[src/rtl/id_operand_stage_pkg.sv]
// Shared widths and bus layouts for the ID operand stage.
package id_operand_stage_pkg;

  localparam int unsigned DataWDef  = 32;
  localparam int unsigned RaddrWDef = 5;

  // fs_to_ds bus: {inst[31:0], pc[31:0]}
  localparam int unsigned InstW     = 32;
  localparam int unsigned PcW       = 32;
  localparam int unsigned FsBusW    = InstW + PcW;
  localparam int unsigned FsPcLsb   = 0;
  localparam int unsigned FsInstLsb = PcW;

  // ds_to_es bus: {src1, src2, inst, pc}
  function automatic int unsigned ds_to_es_w(int unsigned data_w);
    return 2 * data_w + InstW + PcW;
  endfunction

endpackage

[src/rtl/id_operand_stage_fwd_select.sv]
// Priority forwarding select for one operand: youngest matching source wins.
module id_operand_stage_fwd_select #(
  parameter int unsigned NumFwd = 3,
  parameter int unsigned DataW  = 32,
  parameter int unsigned RaddrW = 5
) (
  input  logic [RaddrW-1:0]        raddr_i,
  input  logic                     use_i,
  input  logic [DataW-1:0]         rf_rdata_i,
  input  logic [NumFwd-1:0]        fwd_we_i,
  input  logic [NumFwd*RaddrW-1:0] fwd_waddr_i,
  input  logic [NumFwd*DataW-1:0]  fwd_wdata_i,
  input  logic [NumFwd-1:0]        fwd_ready_i,
  output logic [DataW-1:0]         value_o,
  output logic                     not_ready_o
);

  logic [NumFwd-1:0] hit;
  logic              found;

  always_comb begin
    for (int unsigned i = 0; i < NumFwd; i++) begin
      hit[i] = fwd_we_i[i] && (fwd_waddr_i[i*RaddrW +: RaddrW] == raddr_i) &&
               (raddr_i != '0) && use_i;
    end
  end

  // An older ready producer must never hide a younger one still in flight.
  always_comb begin
    value_o     = rf_rdata_i;
    not_ready_o = 1'b0;
    found       = 1'b0;
    for (int unsigned i = 0; i < NumFwd; i++) begin
      if (hit[i] && !found) begin
        found       = 1'b1;
        value_o     = fwd_wdata_i[i*DataW +: DataW];
        not_ready_o = ~fwd_ready_i[i];
      end
    end
    if (raddr_i == '0) begin
      value_o = '0;
    end
  end

endmodule

[src/rtl/id_operand_stage.sv]
// Decode-stage pipeline register with register-file read and operand forwarding.
module id_operand_stage
  import id_operand_stage_pkg::*;
#(
  parameter int unsigned NUM_FWD = 3,
  parameter int unsigned DATA_W  = DataWDef,
  parameter int unsigned RADDR_W = RaddrWDef
) (
  input  logic                          clk,
  input  logic                          resetn,
  input  logic                          fs_valid,
  output logic                          ds_allowin,
  input  logic [FsBusW-1:0]             fs_to_ds_bus,
  output logic [InstW-1:0]              ds_inst,
  input  logic                          ds_src2_is_rd,
  input  logic                          ds_use_src1,
  input  logic                          ds_use_src2,
  output logic [RADDR_W-1:0]            rf_raddr1,
  output logic [RADDR_W-1:0]            rf_raddr2,
  input  logic [DATA_W-1:0]             rf_rdata1,
  input  logic [DATA_W-1:0]             rf_rdata2,
  input  logic [NUM_FWD-1:0]            fwd_we,
  input  logic [NUM_FWD*RADDR_W-1:0]    fwd_waddr,
  input  logic [NUM_FWD*DATA_W-1:0]     fwd_wdata,
  input  logic [NUM_FWD-1:0]            fwd_ready,
  input  logic                          flush,
  input  logic                          es_allowin,
  output logic                          ds_to_es_valid,
  output logic [ds_to_es_w(DATA_W)-1:0] ds_to_es_bus,
  output logic                          ds_stall
);

  logic              ds_valid_q, ds_valid_d;
  logic [FsBusW-1:0] bus_q, bus_d;
  logic [PcW-1:0]    ds_pc;
  logic [DATA_W-1:0] src1, src2;
  logic              src1_not_ready, src2_not_ready;
  logic              ds_ready_go;

  assign ds_inst   = bus_q[FsInstLsb +: InstW];
  assign ds_pc     = bus_q[FsPcLsb +: PcW];
  assign rf_raddr1 = RADDR_W'(ds_inst[9:5]);
  assign rf_raddr2 = ds_src2_is_rd ? RADDR_W'(ds_inst[4:0]) : RADDR_W'(ds_inst[14:10]);

  id_operand_stage_fwd_select #(
    .NumFwd(NUM_FWD),
    .DataW (DATA_W),
    .RaddrW(RADDR_W)
  ) u_fwd_src1 (
    .raddr_i    (rf_raddr1),
    .use_i      (ds_use_src1),
    .rf_rdata_i (rf_rdata1),
    .fwd_we_i   (fwd_we),
    .fwd_waddr_i(fwd_waddr),
    .fwd_wdata_i(fwd_wdata),
    .fwd_ready_i(fwd_ready),
    .value_o    (src1),
    .not_ready_o(src1_not_ready)
  );

  id_operand_stage_fwd_select #(
    .NumFwd(NUM_FWD),
    .DataW (DATA_W),
    .RaddrW(RADDR_W)
  ) u_fwd_src2 (
    .raddr_i    (rf_raddr2),
    .use_i      (ds_use_src2),
    .rf_rdata_i (rf_rdata2),
    .fwd_we_i   (fwd_we),
    .fwd_waddr_i(fwd_waddr),
    .fwd_wdata_i(fwd_wdata),
    .fwd_ready_i(fwd_ready),
    .value_o    (src2),
    .not_ready_o(src2_not_ready)
  );

  assign ds_stall       = ds_valid_q & (src1_not_ready | src2_not_ready);
  assign ds_ready_go    = ~ds_stall;
  assign ds_to_es_valid = ds_valid_q & ds_ready_go & ~flush;
  assign ds_allowin     = ~ds_valid_q | (ds_ready_go & es_allowin);
  assign ds_to_es_bus   = {src1, src2, ds_inst, ds_pc};

  // Flush kills the held instruction and blocks any capture on the same edge.
  always_comb begin
    ds_valid_d = ds_valid_q;
    bus_d      = bus_q;
    if (flush) begin
      ds_valid_d = 1'b0;
    end else if (ds_allowin) begin
      ds_valid_d = fs_valid;
      if (fs_valid) begin
        bus_d = fs_to_ds_bus;
      end
    end
  end

  always_ff @(posedge clk or negedge resetn) begin
    if (!resetn) begin
      ds_valid_q <= 1'b0;
      bus_q      <= '0;
    end else begin
      ds_valid_q <= ds_valid_d;
      bus_q      <= bus_d;
    end
  end

endmodule

[config.mk]
export PLATFORM = sky130hd
export DESIGN_NAME = id_operand_stage
export DESIGN_NICKNAME = d
export VERILOG_FILES = /design/src/rtl/id_operand_stage_pkg.sv /design/src/rtl/id_operand_stage_fwd_select.sv /design/src/rtl/id_operand_stage.sv
export SDC_FILE = /design/constraint.sdc
export NUM_CORES = 1
export LEC_CHECK = 0
export BUFFER_PORTS_ARGS = -buffer_cell sky130_fd_sc_hd__buf_2
export CORE_AREA = 2 2 164 166
export DETAILED_ROUTE_END_ITERATION = 16
export DIE_AREA = 0 0 166 168
export GPL_ROUTABILITY_DRIVEN = 0
export PLACE_DENSITY = 0.66
export SYNTH_ARGS = -nofsm -noshare
export SYNTH_HDL_FRONTEND = slang
export SYNTH_SLANG_ARGS = --single-unit
[constraint.sdc]
create_clock -name clk -period 7.7 [get_ports clk]
set_input_delay 0.77 -clock clk [delete_from_list [all_inputs] [get_ports clk]]
set_output_delay 0.77 -clock clk [all_outputs]
set_load 0.02 [all_outputs]
==> flow_summary.ini <==
[sta]
finalWorstSetupSlack_ns = 2.81
fin_crit_ns = 4.89
whs_ns = 0.568
rsz0062_at_grt = false
relSlewSlack_pct = 37.3
hold_viol_final = 0
slew_violations = 0
finClkSkew_ns = 0.0111
setup_viol = 0
fmax_ghz = 0.204
finalCritPeriodShare_pct = 63.5
worstMarginPinSlew_ns = 0.940
fin_tns_setup_ns = 0

[grt]
grt_pass1_wl_um = 52000
overflow = 0
grt_max_degree = 79
grt_pass1_vias = 9128
grt_usage_pct = 23.0
use_met1_pct = 28.7
busiest_layer = met2
met3_usage_pct = 4.98
use_met2_pct = 39.6
antenna_found_initial = 10

[final_layout]
syn_to_final_growth_pct = 27.9
fin_nets = 1721
multi_input_area_um2 = 5610
final-seq-area_um2 = 1630
final_area_um2 = 10400
layout_commonest_cell = buf_2
layout_common_cells = buf_2 (424), nand2_1 (159), a21oi_1 (119), nor2_1 (108), o211ai_1 (108)
drive_gt1_share_pct = 33.7
num-fill-cells = 2809

[flow_run]
cap_violations = 0

[placed_design]
place_area_um2 = 10100
port_buffers = 425
post-place-ws_ns = 2.90
post-dp-hpwl_um = 24500

[pwr]
sequentialPowerShare_pct = 28.5
clkPwrFrac_pct = 22.7
p_sw_uw = 844
power.internal_mw = 1.02
power.share.combinational_pct = 48.8
ir_drop_uv = 99.0
swShare_pct = 45.4
p_per_area_nw_per_um2 = 179
power.total_mw = 1.86
p_leak_nw = 5.33

[run_status]
status = finished clean

[cts]
cts_tree = built
post_cts_resized = 0
clkTransAtPathRegs_ns = 0.06
cts_root_buf = clkbuf_16
clock-sinks = 65
cts_buffers = 9
clockBufferDepth = 2
htreeDepth = 3
clock_latency_ns = 0.33
post_cts_buffers = 0
cts_hold_buf = 0

[drt]
first_pass_iters = 5
vias = 9879
wl_per_cell_um = 18.7
viasPerCell = 5.43
wl_um = 34100
drt_iter0_markers = 729
ant_nets = 0
drc = 0

[synth]
synth.avg_cell_area_um2 = 6.93
synth_edf_count = 0
synth_async_sr_flop_share_pct = 100
netlist_instances = 1172
syn_nets = 1425
syn-cell-area_um2 = 8130
ys_ff_latch = 65
seq_area_frac_synth_pct = 20.0
yosysWarnings = 0
synth_cell_type_count = 43
synthFlopType = dfrtp_1

[floorplanning]
chipHeight_um = 168
start_util_pct = 30.8
coreArea_um2 = 26400
die_w_um = 166
dieArea_um2 = 27900
num_io_pins = 426
rows = 60

[critical_path]
required_ns = 6.93
worstPathArrival_ns = 4.12
endpoint_kind = output pin
critPathKind = register to output pin
critPathLaunchType = register
worstPathMaxFanout = 65

[worst_hold_path]
hp-class = input pin to asynchronous set/reset pin
## cell families (layout without fill, tap and decap cells)
kind of cell	after synthesis	count (layout)	synth area share, %
simple gates	426	426	24.9
mux	70	70	8.92
compound gates	384	384	31.1
flops	65	65	20.0
other cells	0	7	0
xor+xnor	29	29	3.13
buf+inv	198	499	11.9
## registers in the layout, indices dropped and copies added (netlist names)
name        flops
ds_valid_q      1
bus_q          64
## path summary, 6_finish.rpt
check | start | end | slack (ns) | cells after the start
setup reg to reg | bus_q[40] | bus_q[58] | 3.19 | 10
max in group asynchronous | resetn | ds_valid_q | 6.42 | 1
hold reg to reg | bus_q[25] | bus_q[25] | 0.58 | 2
setup / recovery | bus_q[40] | ds_to_es_valid | 2.81 | 10
hold / removal | resetn | bus_q[2] | 0.57 | 1
min in group clk | bus_q[25] | bus_q[25] | 0.58 | 2
## area by class of cell
cell class / count / area share, %
Multi-Input combinational cell: 909 / 54.0
Timing Repair Buffer: 442 / 21.7
Sequential cell: 65 / 15.7
Tap cell: 341 / 4.11
Clock buffer: 11 / 2.34
Inverter: 41 / 1.48
Clock inverter: 5 / 0.530
Antenna cell: 7 / 0.169
## stage by stage
step           util (%)  std cells
3_3_place_gp       38.2       1798
2_1_floorplan         -       1172
6_report           39.4       1821
4_1_cts            39.4       1814
5_1_grt            39.4       1819
3_5_place_dp       38.2       1798
## cell usage after synthesis (2+ instances only)
cell type / instances / area share (%)
mux2i_2: 3 / 0.51
nand2b_1: 57 / 4.4
inv_1: 41 / 1.9
nor4_1: 3 / 0.23
a211oi_1: 9 / 0.83
nor3_1: 3 / 0.18
nand3_1: 3 / 0.18
and3_1: 67 / 5.2
buf_6: 4 / 0.55
xor2_1: 2 / 0.22
nor2b_1: 2 / 0.15
a21bo_2: 2 / 0.25
and2_1: 3 / 0.23
nand2_1: 159 / 7.3
o2bb2ai_1: 32 / 3.4
or4_1: 3 / 0.28
nor2_1: 109 / 5.0
o211ai_2: 20 / 3.1
clkbuf_1: 86 / 4.0
buf_4: 46 / 4.3
a21oi_1: 119 / 7.3
xnor2_1: 27 / 2.9
buf_1: 5 / 0.23
mux2i_1: 66 / 8.1
dfrtp_1: 65 / 20
o211ai_1: 108 / 10
nand4_1: 3 / 0.23
buf_2: 16 / 0.99
nor3b_1: 9 / 0.83
o21ai_0: 87 / 5.4
## metal layers
layer,up-vias,part of all wire (%)
li1,4703,-
met1,4657,39
met2,453,50
met3,62,7.9
met4,4,2.7
met5,-,0.079
## power groups by stage
| stage | clock network, mW | registers [mW] | logic, mW |
|---|---|---|---|
| final | 0.422 | 0.530 | 0.909 |
| after global routing | 0.446 | 0.544 | 0.984 |
| after CTS | 0.435 | 0.531 | 0.914 |
| after detailed placement | 0 | 0.534 | 0.914 |
| after global placement | 0 | 0.530 | 0.901 |
| after floorplan | 0 | 0.582 | 0.567 |
## critical path, cell delays in order, from the launching register on
cell and delay [ns]:
dfrtp_1 0.64, nor2_1 0.12, and2_1 0.15, buf_4 0.25, or4_2 0.72, and3_1 0.25, a221oi_4 0.27, buf_4 0.62
o21a_4 0.37, and3b_1 0.19, buf_2 0.16
Power figures use the tool's default switching activity.
